===== src/rtl/chan_fifo_sink_pkg.sv =====
// Shared widths and helpers for the host-channel FIFO sink.
package chan_fifo_sink_pkg;

    localparam int CHAN_W  = 7;
    localparam int BYTE_W  = 8;
    localparam int CKSUM_W = 16;

    // Occupancy reported to the host, clamped to one byte (only 256 overflows).
    function automatic logic [BYTE_W-1:0] sat_occ(input logic [8:0] cnt);
        return (cnt > 9'd255) ? 8'hFF : cnt[7:0];
    endfunction

endpackage


===== src/rtl/fifo_fwft.sv =====
// Generic first-word-fall-through FIFO; head is valid whenever empty is low.
module fifo_fwft #(
    parameter int DEPTH_LOG2 = 4,
    parameter int W          = 8
) (
    input  logic                  clk,
    input  logic                  rst,
    input  logic                  push,
    input  logic                  pop,
    input  logic [W-1:0]          din,
    output logic [W-1:0]          head,
    output logic [DEPTH_LOG2:0]   count,
    output logic                  full,
    output logic                  empty
);
    localparam int DEPTH = 2**DEPTH_LOG2;
    localparam logic [DEPTH_LOG2:0]   FULL_CNT = (DEPTH_LOG2+1)'(DEPTH);
    localparam logic [DEPTH_LOG2:0]   CNT_ONE  = (DEPTH_LOG2+1)'(1);
    localparam logic [DEPTH_LOG2-1:0] PTR_ONE  = DEPTH_LOG2'(1);

    logic [W-1:0]          mem [DEPTH];
    logic [DEPTH_LOG2-1:0] wr_ptr, rd_ptr;
    logic [DEPTH_LOG2:0]   count_nxt;
    logic                  do_push, do_pop;

    assign do_push = push && !full;
    assign do_pop  = pop && !empty;

    always_comb begin
        count_nxt = count;
        case ({do_push, do_pop})
            2'b10:   count_nxt = count + CNT_ONE;
            2'b01:   count_nxt = count - CNT_ONE;
            default: count_nxt = count;
        endcase
    end

    // Flags are registered from the next count so downstream decode sees clean state.
    always_ff @(posedge clk) begin
        if (rst) begin
            wr_ptr <= '0;
            rd_ptr <= '0;
            count  <= '0;
            full   <= 1'b0;
            empty  <= 1'b1;
        end else begin
            if (do_push) wr_ptr <= wr_ptr + PTR_ONE;
            if (do_pop)  rd_ptr <= rd_ptr + PTR_ONE;
            count <= count_nxt;
            full  <= (count_nxt == FULL_CNT);
            empty <= (count_nxt == '0);
        end
    end

    always_ff @(posedge clk) begin
        if (do_push && !rst) mem[wr_ptr] <= din;
    end

    assign head = mem[rd_ptr];

endmodule


===== src/rtl/chan_fifo_sink.sv =====
// Host-channel FIFO sink: buffers host writes on one channel for a valid/ready consumer.
// Optional running checksum of popped bytes enabled by CHAN_FIFO_SINK_CKSUM_EN.
module chan_fifo_sink
    import chan_fifo_sink_pkg::*;
#(
    parameter logic [CHAN_W-1:0] CHAN_ADDR  = 7'd0,
    parameter int                DEPTH_LOG2 = 4
) (
    input  logic                clk_in,
    input  logic                reset_in,
    input  logic [CHAN_W-1:0]   chanAddr_in,
    input  logic [BYTE_W-1:0]   h2fData_in,
    input  logic                h2fValid_in,
    output logic                h2fReady_out,
    output logic [BYTE_W-1:0]   f2hData_out,
    output logic                f2hValid_out,
    input  logic                f2hReady_in,
    output logic [BYTE_W-1:0]   dataOut,
    output logic                validOut,
    input  logic                readyIn,
    output logic [CKSUM_W-1:0]  checksum_out
);
    logic                addressed;
    logic                push, pop;
    logic                full, empty;
    logic [DEPTH_LOG2:0] count;
    logic                unused_f2h_ready;

    assign addressed = (chanAddr_in == CHAN_ADDR);
    assign push      = addressed && h2fValid_in && !full;
    assign pop       = validOut && readyIn;

    fifo_fwft #(
        .DEPTH_LOG2 (DEPTH_LOG2),
        .W          (BYTE_W)
    ) u_fifo (
        .clk   (clk_in),
        .rst   (reset_in),
        .push  (push),
        .pop   (pop),
        .din   (h2fData_in),
        .head  (dataOut),
        .count (count),
        .full  (full),
        .empty (empty)
    );

    assign validOut     = !empty;
    assign h2fReady_out = addressed ? !full : 1'b1;
    assign f2hData_out  = addressed ? sat_occ(9'(count)) : '0;
    assign f2hValid_out = 1'b1;

    // comm_fpga's readback handshake has no effect on occupancy.
    assign unused_f2h_ready = f2hReady_in;

`ifdef CHAN_FIFO_SINK_CKSUM_EN
    logic [CKSUM_W-1:0] cksum;

    always_ff @(posedge clk_in) begin
        if (reset_in)  cksum <= '0;
        else if (pop)  cksum <= cksum + CKSUM_W'(dataOut);
    end

    assign checksum_out = cksum;
`else
    assign checksum_out = '0;
`endif

endmodule


===== config.mk =====
export PLATFORM = sky130hd
export DESIGN_NAME = chan_fifo_sink
export DESIGN_NICKNAME = d
export VERILOG_FILES = /design/src/rtl/chan_fifo_sink_pkg.sv /design/src/rtl/fifo_fwft.sv /design/src/rtl/chan_fifo_sink.sv
export SDC_FILE = /design/constraint.sdc
export NUM_CORES = 1
export LEC_CHECK = 0
export CAP_MARGIN = 20
export CORE_UTILIZATION = 52
export CTS_CLUSTER_SIZE = 24
export DETAILED_ROUTE_END_ITERATION = 16
export GPL_ROUTABILITY_DRIVEN = 0
export PLACE_DENSITY = 0.81
export SYNTH_ARGS = -nofsm -noshare
export SYNTH_HDL_FRONTEND = slang
export SYNTH_SLANG_ARGS = --single-unit

===== constraint.sdc =====
create_clock -name clk_in -period 3.04 [get_ports clk_in]
set_clock_uncertainty 0.1 [all_clocks]
set_input_delay 0.456 -clock clk_in [delete_from_list [all_inputs] [get_ports clk_in]]
set_output_delay 0.456 -clock clk_in [all_outputs]
set_load 0.05 [all_outputs]

==> results of run 1 <==
## path summary, 6_finish.rpt
check | start | to | slack, ps | depth (start not counted)
setup / recovery | chanAddr_in[1] | u_fifo.full | 140 | 12
setup reg to reg | u_fifo.full | u_fifo.full | 720 | 10
hold / removal | u_fifo.rd_ptr[3] | register | 470 | 2
hold reg to reg | u_fifo.rd_ptr[3] | register | 470 | 2
## metrics by stage
| stage | util (%) | instance area, sq um | setup slack (ps) | TNS, ps | std cells |
|---|---|---|---|---|---|
| 4_1_cts | 64.2 | 7330 | 74.0 | 0 | 552 |
| 5_1_grt | 64.5 | 7370 | 35.5 | 0 | 553 |
| 3_3_place_gp | 58.5 | 6680 | -315 | -860 | 520 |
| 2_1_floorplan | - | 6170 | 3.58 | 0 | 356 |
| 3_5_place_dp | 58.5 | 6680 | -444 | -1240 | 520 |
| 6_report | 64.5 | 7370 | 136 | 0 | 553 |
## per-layer routing
| metal | wire length, microns | vias to the layer above | share of wire [%] |
|---|---|---|---|
| li1 | - | 1382 | - |
| met1 | 4720 | 1596 | 40 |
| met2 | 6090 | 119 | 52 |
| met3 | 661 | 17 | 5.7 |
| met4 | 197 | 0 | 1.7 |
| met5 | 0 | - | 0 |
## sequential cells by signal (all words and copies together), names as in the netlist, named ones only
| name | flops |
|---|---|
| u_fifo.empty | 1 |
| u_fifo.mem | 128 |
| u_fifo.wr_ptr | 4 |
| u_fifo.count | 5 |
| u_fifo.full | 1 |
| u_fifo.rd_ptr | 4 |
## final cells by class
class,count,area [sq um]
inverter,6,22.5
sequential,147,4230
timing repair buffer,62,596
clock inverter,9,149
clock buffer,23,498
fill,763,4050
tap,143,179
multi-input combinational,163,1700
## cells in the mapped netlist (4+ instances only)
cell type  number
buf_4          22
mux4_2         40
and2_1          5
dfxtp_1        19
edfxtp_1      128
inv_1           6
xor2_1          7
nand3b_1        5
mux2i_1         4
ha_1            8
clkbuf_1       11
nor3_1          4
nand2_1         4
a21oi_1         4
nor2b_1         7
nor2_1         28
buf_1           4
## worst min-delay path: cells and delay by family (launching register included)
family	cells	cell delay, ps
xor gates and xnor gates	1	70
and+or+nand+nor	1	120
DFF	1	320
## kinds of logic after synthesis
family	Yosys count	synth area share, %
AO/OA/AOI/OAI	13	1.42
AND/OR/NAND/NOR	66	5.74
other	2	0.124
flip-flops	147	69.5
multiplexers	46	15.9
XOR/XNOR	10	1.44
buffers and inverters	46	4.26
adder cells (fa/ha/maj)	8	1.65
## power by group
group	leakage, nW	switching [mW]	internal (mW)	total (mW)
sequential	1.30	0.000785	2.19	2.19
combinational	0.893	0.0912	0.0298	0.121
clock	0.313	0.750	1.48	2.23
total	2.51	0.842	3.70	4.54
## repair_timing
action	CTS	global route
endpoints found under the hold margin	0	0
endpoints found under the setup margin	1	2
gates resized for setup	1	8
buffers inserted	0	1
pin swaps	0	4
## layout by cell type (no fill, tap or decap), types with 2 or more instances in the layout
cell type,count
nand3b_1,5
mux2i_1,4
nand2b_1,2
edfxtp_1,128
clkinvlp_4,2
conb_1,20
and2_1,5
mux2_2,2
clkinv_2,2
xnor2_1,3
nand2_1,4
nor2_1,28
nand3_1,2
mux4_2,40
nor2b_1,6
ha_1,6
buf_12,6
xor2_1,6
clkbuf_8,5
dfxtp_1,18
clkdlybuf4s50_1,16
bufinv_16,4
dlymetal6s2s_1,3
o21ai_0,2
nor3_1,4
a21oi_1,3
inv_1,5
o21a_1,2
clkbuf_16,17
nand4_1,2
buf_4,37
==> results.md, run 1 <==
* Status: complete, but fails checks
* Failing checks: DRC
* M3 GR Usage at 6.23%
* Met1 Use GR at 26.9%
* Crit path max-delay family: simple AND/OR/NAND/NOR gates
* Final setup viols at 0
* Crit path launch type: primary input
* Post-synth top area share at 63.2%
* Global-route track usage on met2 at 35.6%
* Clk buf depth at 2
* Worst vdd ir at 449 uV
* Final Slew Violations at 0
* Iteration-0 DRC Markers at 278
* 1st-pass router iterations at 10
* CORE AREA at 0.0114 sq mm
* Synthesized flop and latch total at 147
* Rel. slew slack at 53.3%
* Detailed placement HPWL at 7170 microns
* Critical Path End Type: register
* Via count at 3114
* CP Data Required Time at 3290 ps
* Cts hold-fix bufs at 0
* Post-synthesis cell count at 338
* Pwr Total at 4.54 mW
* Largest net degree at the start of global routing at 33
* Worst Path Buf+Inv at 2
* CTS tree: built
* Total of warnings raised by yosys at 0
* Measured slew at the worst slew-check pin at 699 ps
* Initial antenna violation count at 0
* CTS sink cnt at 147
* Wirelength per Cell at 21.1 microns
* IO buf count at 33
* Clk pin slew, worst setup/hold paths at 60 ps
* Die area at 0.0121 sq mm
* Vias in the first global route at 3236
* Starting density of the core at 53.2%
* Nets at 425
* Crit path time final at 2900 ps
* Top Usage Layer GRT: met2
* Hold WS at 465 ps
* Layout area overhead at 21.2%
* Critical path arrival at 3150 ps
* EDFF count, synth at 128
* DRC Markers at 2
* CTS Root Cell: clkbuf_16
* Share of layout cells above drive strength 1 at 31.0%
* PD cells at 616 mW/mm^2
* Max-cap violations at 0
* Crit Path Max Fanout at 4
* P_leak at 2.51 nW
* Seq/Total Area, Yosys at 69.5%
* Min-delay worst type: register to register
* Critical path, cell by cell: clkdlybuf4s50_1 > or4_4 > and4bb_1 > inv_2 > ha_4 > xor2_2 > ha_2 > a21oi_2 > mux2i_1 > xnor2_1 > a211oi_2 > nor2b_2
* Cts bufs inserted at 17
* Gr ovfl total at 0
* Fmax at 344 MHz
* Post-DRT Antenna Nets at 0
* Chip width at 110 microns
* H-tree Lvls at 4
* Top FF cell, synth: edfxtp_1
* First-pass GRT wire length at 17800 microns
* RSZ-0062 raised after global routing: no
* Worst skew pair latency at 410 ps
* Post-synth ARST share at 0%
* Period utilization at 95.5%
* # diodes at 0
* Total GRT Usage at 21.5%
* Leading post-synthesis cells by cell area: edfxtp_1 63%, mux4_2 15%, dfxtp_1 6.3%
* Yosys top cell by area: edfxtp_1
* Worst path max stage delay at 420 ps
* Die Height at 110 microns
* WS Path Type: primary input to register
* # IOs at 55
* Post-Syn Area at 0.00608 sq mm
* Synth cell types at 38
* Avg Cell Area, Syn at 18.0 sq um
* Fin. Hold Viols at 0
* Drt total wl at 11700 microns
* CP max stage cell: or4_4
* FP Rows at 39
* Via density at 5.63
No activity file was read; power rests on OpenSTA's default activity.
==> inputs of run 2 (changes only) <==
--- a/config.mk
+++ b/config.mk
@@ -6,6 +6,7 @@
 export NUM_CORES = 1
 export LEC_CHECK = 0
 export CAP_MARGIN = 20
+export CORE_MARGIN = 5
 export CORE_UTILIZATION = 52
 export CTS_CLUSTER_SIZE = 24
 export DETAILED_ROUTE_END_ITERATION = 16
==> run 2 against run 1 <==
  * The run now ends clean
  * Global-route usage fell by 3.2 points
  * Hold slack got worse by 9.6 ps
  * Count of clock-buffer cells in the layout did not move
  * Wire length rose by 3.1%
  * Critical path depth fell by 8
  * Setup slack got worse by 5.9 ps
  * Via count rose by 1.8%
  * Clock power fell by 3%
  * Die area rose by 15%
  * Non-clock buffer count did not move
  * First-iteration DRC count rose by 12%
==> results.md, run 2 (synthesis results as in run 1) <==
* Via count at 3170
* Critical Path End Type: output pin
* Cts hold-fix bufs at 0
* Post-DRT Antenna Nets at 0
* Vias in the first global route at 3325
* Drt total wl at 12000 microns
* Detailed placement HPWL at 7490 microns
* WS Path Type: register to output pin
* FILL cells at 759
* Iteration-0 DRC Markers at 312
* Clk buf depth at 2
* Worst Setup Slack, final at 130 ps
* P_leak at 2.47 nW
* RSZ-0062 raised after global routing: no
* Biggest register: u_fifo.mem
* Nets at 425
* Share of layout cells above drive strength 1 at 30.0%
* H-tree Lvls at 4
* Rel. slew slack at 56.2%
* PD cells at 612 mW/mm^2
* Final instance area at 0.00733 sq mm
* Biggest registers after layout: u_fifo.mem x128, u_fifo.count x5
* Worst vdd ir at 390 uV
* Fmax at 344 MHz
* Initial antenna violation count at 0
* Most common cell after layout, fill and taps aside: edfxtp_1
* Register area at 0.00423 sq mm
* Layout area overhead at 20.6%
* Logic pwr share at 2.7%
* Via density at 5.73
* Critical path arrival at 2350 ps
* Multi-input logic area at 0.00169 sq mm
* Worst skew pair latency at 410 ps
* Crit Path Max Fanout at 32
* Measured slew at the worst slew-check pin at 656 ps
* FP Rows at 39
* # diodes at 0
* DRC Markers at 0
* Max-cap violations at 0
* Clock share of power at 48.4%
* CORE AREA at 0.0114 sq mm
* Pre-CTS setup slack at -366 ps
* # IOs at 55
* CP Data Required Time at 2480 ps
* IO buf count at 33
* Min-delay worst type: register to register
* Die area at 0.0139 sq mm
* Internal power at 3.64 mW
* Max reg flops at 128
* Period utilization at 95.7%
* Crit path launch type: register
* Starting density of the core at 53.2%
* Wirelength per Cell at 21.7 microns
* Cell Area, Placed at 0.00669 sq mm
* Clk pin slew, worst setup/hold paths at 60 ps
* Largest net degree at the start of global routing at 33
* Hold WS at 456 ps
* Switching share of power at 18.9%
* Fin. Hold Viols at 0
* Cts bufs inserted at 17
* CTS Root Cell: clkbuf_16
* Net Switching at 849 uW
* Chip width at 118 microns
* Gr ovfl total at 0
* Final setup viols at 0
* CTS tree: built
* Die Height at 118 microns
* Commonest cells after routing, fill and taps aside: 128 x edfxtp_1, 40 x mux4_2, 37 x buf_4
* CTS sink cnt at 147
* Crit path time final at 2910 ps
* First-pass GRT wire length at 19200 microns
* Sequential Power Share at 48.9%
* 1st-pass router iterations at 6
* Total GRT Usage at 18.3%
* Final Slew Violations at 0
* Status: finished clean
-- run 2: final timing paths --
path / start / to / slack [ps] / depth (start not counted)
worst min-delay path: u_fifo.rd_ptr[1] / register / 460 / 2
worst max-delay path: register / dataOut[3] / 130 / 4
worst max register to register: u_fifo.full / u_fifo.full / 810 / 10
worst min register to register: u_fifo.rd_ptr[1] / register / 460 / 2
-- run 2: stage by stage --
step	setup TNS [ps]	total power [mW]	cells	util, %
2_1_floorplan	0	2.33	356	-
3_3_place_gp	-843	2.35	521	58.6
3_5_place_dp	-1010	2.35	521	58.6
4_1_cts	0	4.52	553	64.0
5_1_grt	0	4.62	553	64.2
6_report	0	4.49	553	64.2
-- run 2: layout make-up --
| class | count | area share, % |
|---|---|---|
| Tap cell | 143 | 2.44 |
| Sequential cell | 147 | 57.7 |
| Timing Repair Buffer | 62 | 8.06 |
| Clock inverter | 9 | 2.10 |
| Inverter | 6 | 0.307 |
| Clock buffer | 23 | 6.39 |
| Multi-Input combinational cell | 163 | 23.0 |
-- run 2: timing repair --
action                                 4_1_cts  5_1_grt
buffers inserted                             0        0
endpoints found under the hold margin        0        0
setup endpoints to repair                    0        2
gates resized for setup                      0        5
-- run 2: worst max-delay path, cell delays in order, from the launching register on --
cell,delay [ps]
dfxtp_2,330
buf_12,260
mux4_2,600
mux4_2,510
buf_4,210
-- run 2: power groups by stage --
| stage | Sequential (mW) | Clock [mW] | Combinational (mW) |
|---|---|---|---|
| floorplan | 2.23 | 0 | 0.0906 |
| global placement | 2.23 | 0 | 0.117 |
| detailed placement | 2.23 | 0 | 0.120 |
| CTS | 2.19 | 2.20 | 0.121 |
| global route | 2.19 | 2.30 | 0.129 |
| finish | 2.19 | 2.17 | 0.121 |
-- run 2: metal layers --
layer	vias up	share of wire (%)	GRT usage (%)
li1	1389	-	-
met5	-	0	0
met2	138	53	31.0
met1	1628	39	22.5
met3	15	6.5	5.29
met4	0	1.6	6.74
==> inputs of run 3 (changes only) <==
--- a/config.mk
+++ b/config.mk
@@ -7,11 +7,11 @@
 export LEC_CHECK = 0
 export CAP_MARGIN = 20
 export CORE_MARGIN = 5
-export CORE_UTILIZATION = 52
+export CORE_UTILIZATION = 60
 export CTS_CLUSTER_SIZE = 24
 export DETAILED_ROUTE_END_ITERATION = 16
 export GPL_ROUTABILITY_DRIVEN = 0
-export PLACE_DENSITY = 0.81
+export PLACE_DENSITY = 0.88
 export SYNTH_ARGS = -nofsm -noshare
 export SYNTH_HDL_FRONTEND = slang
 export SYNTH_SLANG_ARGS = --single-unit
==> constraint.sdc (replaced) <==
create_clock -name clk_in -period 3.4 [get_ports clk_in]
set_clock_uncertainty 0.1 [all_clocks]
set_input_delay 0.51 -clock clk_in [delete_from_list [all_inputs] [get_ports clk_in]]
set_output_delay 0.51 -clock clk_in [all_outputs]
set_load 0.05 [all_outputs]
==> run 3 against run 2 <==
  * Critical path depth unchanged
  * Sequential cell count unchanged
  * Cell count fell by 2.4%
  * Sequential power decreased by 11%
  * Hold slack improved by 3.9 ps
  * Global-route usage increased by 3.3 points
  * First-iteration DRC count fell by 28%
  * Count of clock-buffer cells in the layout decreased by 5
  * Design area shrank 2.3%
  * Utilization is 8.7 points higher
  * Setup slack gained 220 ps
  * Largest cell class unchanged
==> results.md, run 3 (synthesis results as in run 1) <==
* DRT met1 WL at 4630 microns
* Fin Setup TNS at 0 ps
* FP Rows at 36
* Commonest cells after routing, fill and taps aside: 128 x edfxtp_1, 40 x mux4_2, 38 x buf_4
* Cts bufs inserted at 17
* # IOs at 55
* Chip width at 111 microns
* Final setup viols at 0
* Crit path launch type: register
* Biggest register: u_fifo.mem
* CTS Root Cell: clkbuf_8
* Clk pin slew, worst setup/hold paths at 60 ps
* Wirelength per Cell at 22.8 microns
* Total GRT Usage at 21.7%
* Postcts setup bufs at 0
* Fmax at 328 MHz
* Rel. slew slack at 51.8%
* Via count at 3111
* Cts hold-fix bufs at 0
* Largest net degree at the start of global routing at 33
* FILL cells at 589
* P_leak at 2.41 nW
* Layout area overhead at 17.8%
* Final Slew Violations at 0
* CORE AREA at 0.00982 sq mm
* Fin. Hold Viols at 0
* Met3 wire length at 869 microns
* Critical path arrival at 2440 ps
* Clk buf depth at 2
* Period utilization at 89.7%
* Gr ovfl total at 0
* Detailed placement HPWL at 7770 microns
* CTS sink cnt at 147
* IO buf count at 33
* Post-DRT Antenna Nets at 0
* Status: finished clean
* Worst vdd ir at 346 uV
* Non-Filler Instances at 540
* PD cells at 542 mW/mm^2
* CP Data Required Time at 2790 ps
* Biggest registers after layout: u_fifo.mem x128, u_fifo.count x5
* WS Path Type: register to output pin
* Top Layer Used: met4
* Critical Path End Type: output pin
* Share of layout cells above drive strength 1 at 28.3%
* Die Height at 111 microns
* H-tree Lvls at 4
* Pre-CTS setup slack at -122 ps
* Vias in the first global route at 3418
* Met2 WL at 6660 microns
* Crit path time final at 3050 ps
* DRC Markers at 0
* Worst skew pair latency at 520 ps
* Die area at 0.0122 sq mm
* CTS resizes at 0
* Via density at 5.76
* Worst Setup Slack, final at 351 ps
* Initial antenna violation count at 0
* 1st-pass router iterations at 5
* RSZ-0062 raised after global routing: no
* Nets at 422
* # diodes at 0
* Drt total wl at 12300 microns
* Crit Path Max Fanout at 32
* Most common cell after layout, fill and taps aside: edfxtp_1
* CTS tree: built
* Measured slew at the worst slew-check pin at 721 ps
* Max reg flops at 128
* Min-delay worst type: register to register
* Placed cell count at 508
* Max-cap violations at 0
* Iteration-0 DRC Markers at 225
* Starting density of the core at 61.9%
* First-pass GRT wire length at 19400 microns
[run 3: routing by layer]
metal | global-route usage [%] | vias up
met3 | 4.43 | 12
met4 | 8.37 | 0
li1 | - | 1388
met2 | 37.8 | 145
met5 | 0 | -
met1 | 26.6 | 1566
[run 3: critical path, cell delays in order (launching register included)]
cell	delay, ps
dfxtp_2	340
buf_12	250
mux4_2	590
mux4_2	510
buf_4	210
[run 3: layout make-up]
cell class	count	area (sq um)	area share [%]
Inverter	6	22.5	0.315
Sequential cell	147	4230	59.0
Timing Repair Buffer	59	505	7.06
Multi-Input combinational cell	163	1660	23.2
Clock inverter	14	161	2.25
Clock buffer	18	418	5.84
Tap cell	133	166	2.32
[run 3: through the flow]
stage	cell area [sq um]	total power [mW]	util [%]	hold WS (ps)
after global placement	6580	2.10	67.0	418
after detailed placement	6580	2.10	67.0	441
after floorplan	6140	2.08	-	385
final	7160	3.88	72.9	460
after global routing	7160	4.01	72.9	511
after CTS	7160	3.92	72.9	466
[run 3: final timing paths]
kind | start | end | slack, ps | depth (start not counted)
setup reg to reg | u_fifo.full | u_fifo.full | 1030 | 10
setup / recovery | register | dataOut[3] | 350 | 4
hold / removal | u_fifo.rd_ptr[1] | register | 460 | 2
hold reg to reg | u_fifo.rd_ptr[1] | register | 460 | 2
[run 3: power by group]
part / switching [mW] / internal, mW / leakage (nW)
combinational: 0.0821 / 0.0260 / 0.834
clock: 0.703 / 1.11 / 0.275
sequential: 0.000682 / 1.96 / 1.30
total: 0.785 / 3.10 / 2.41
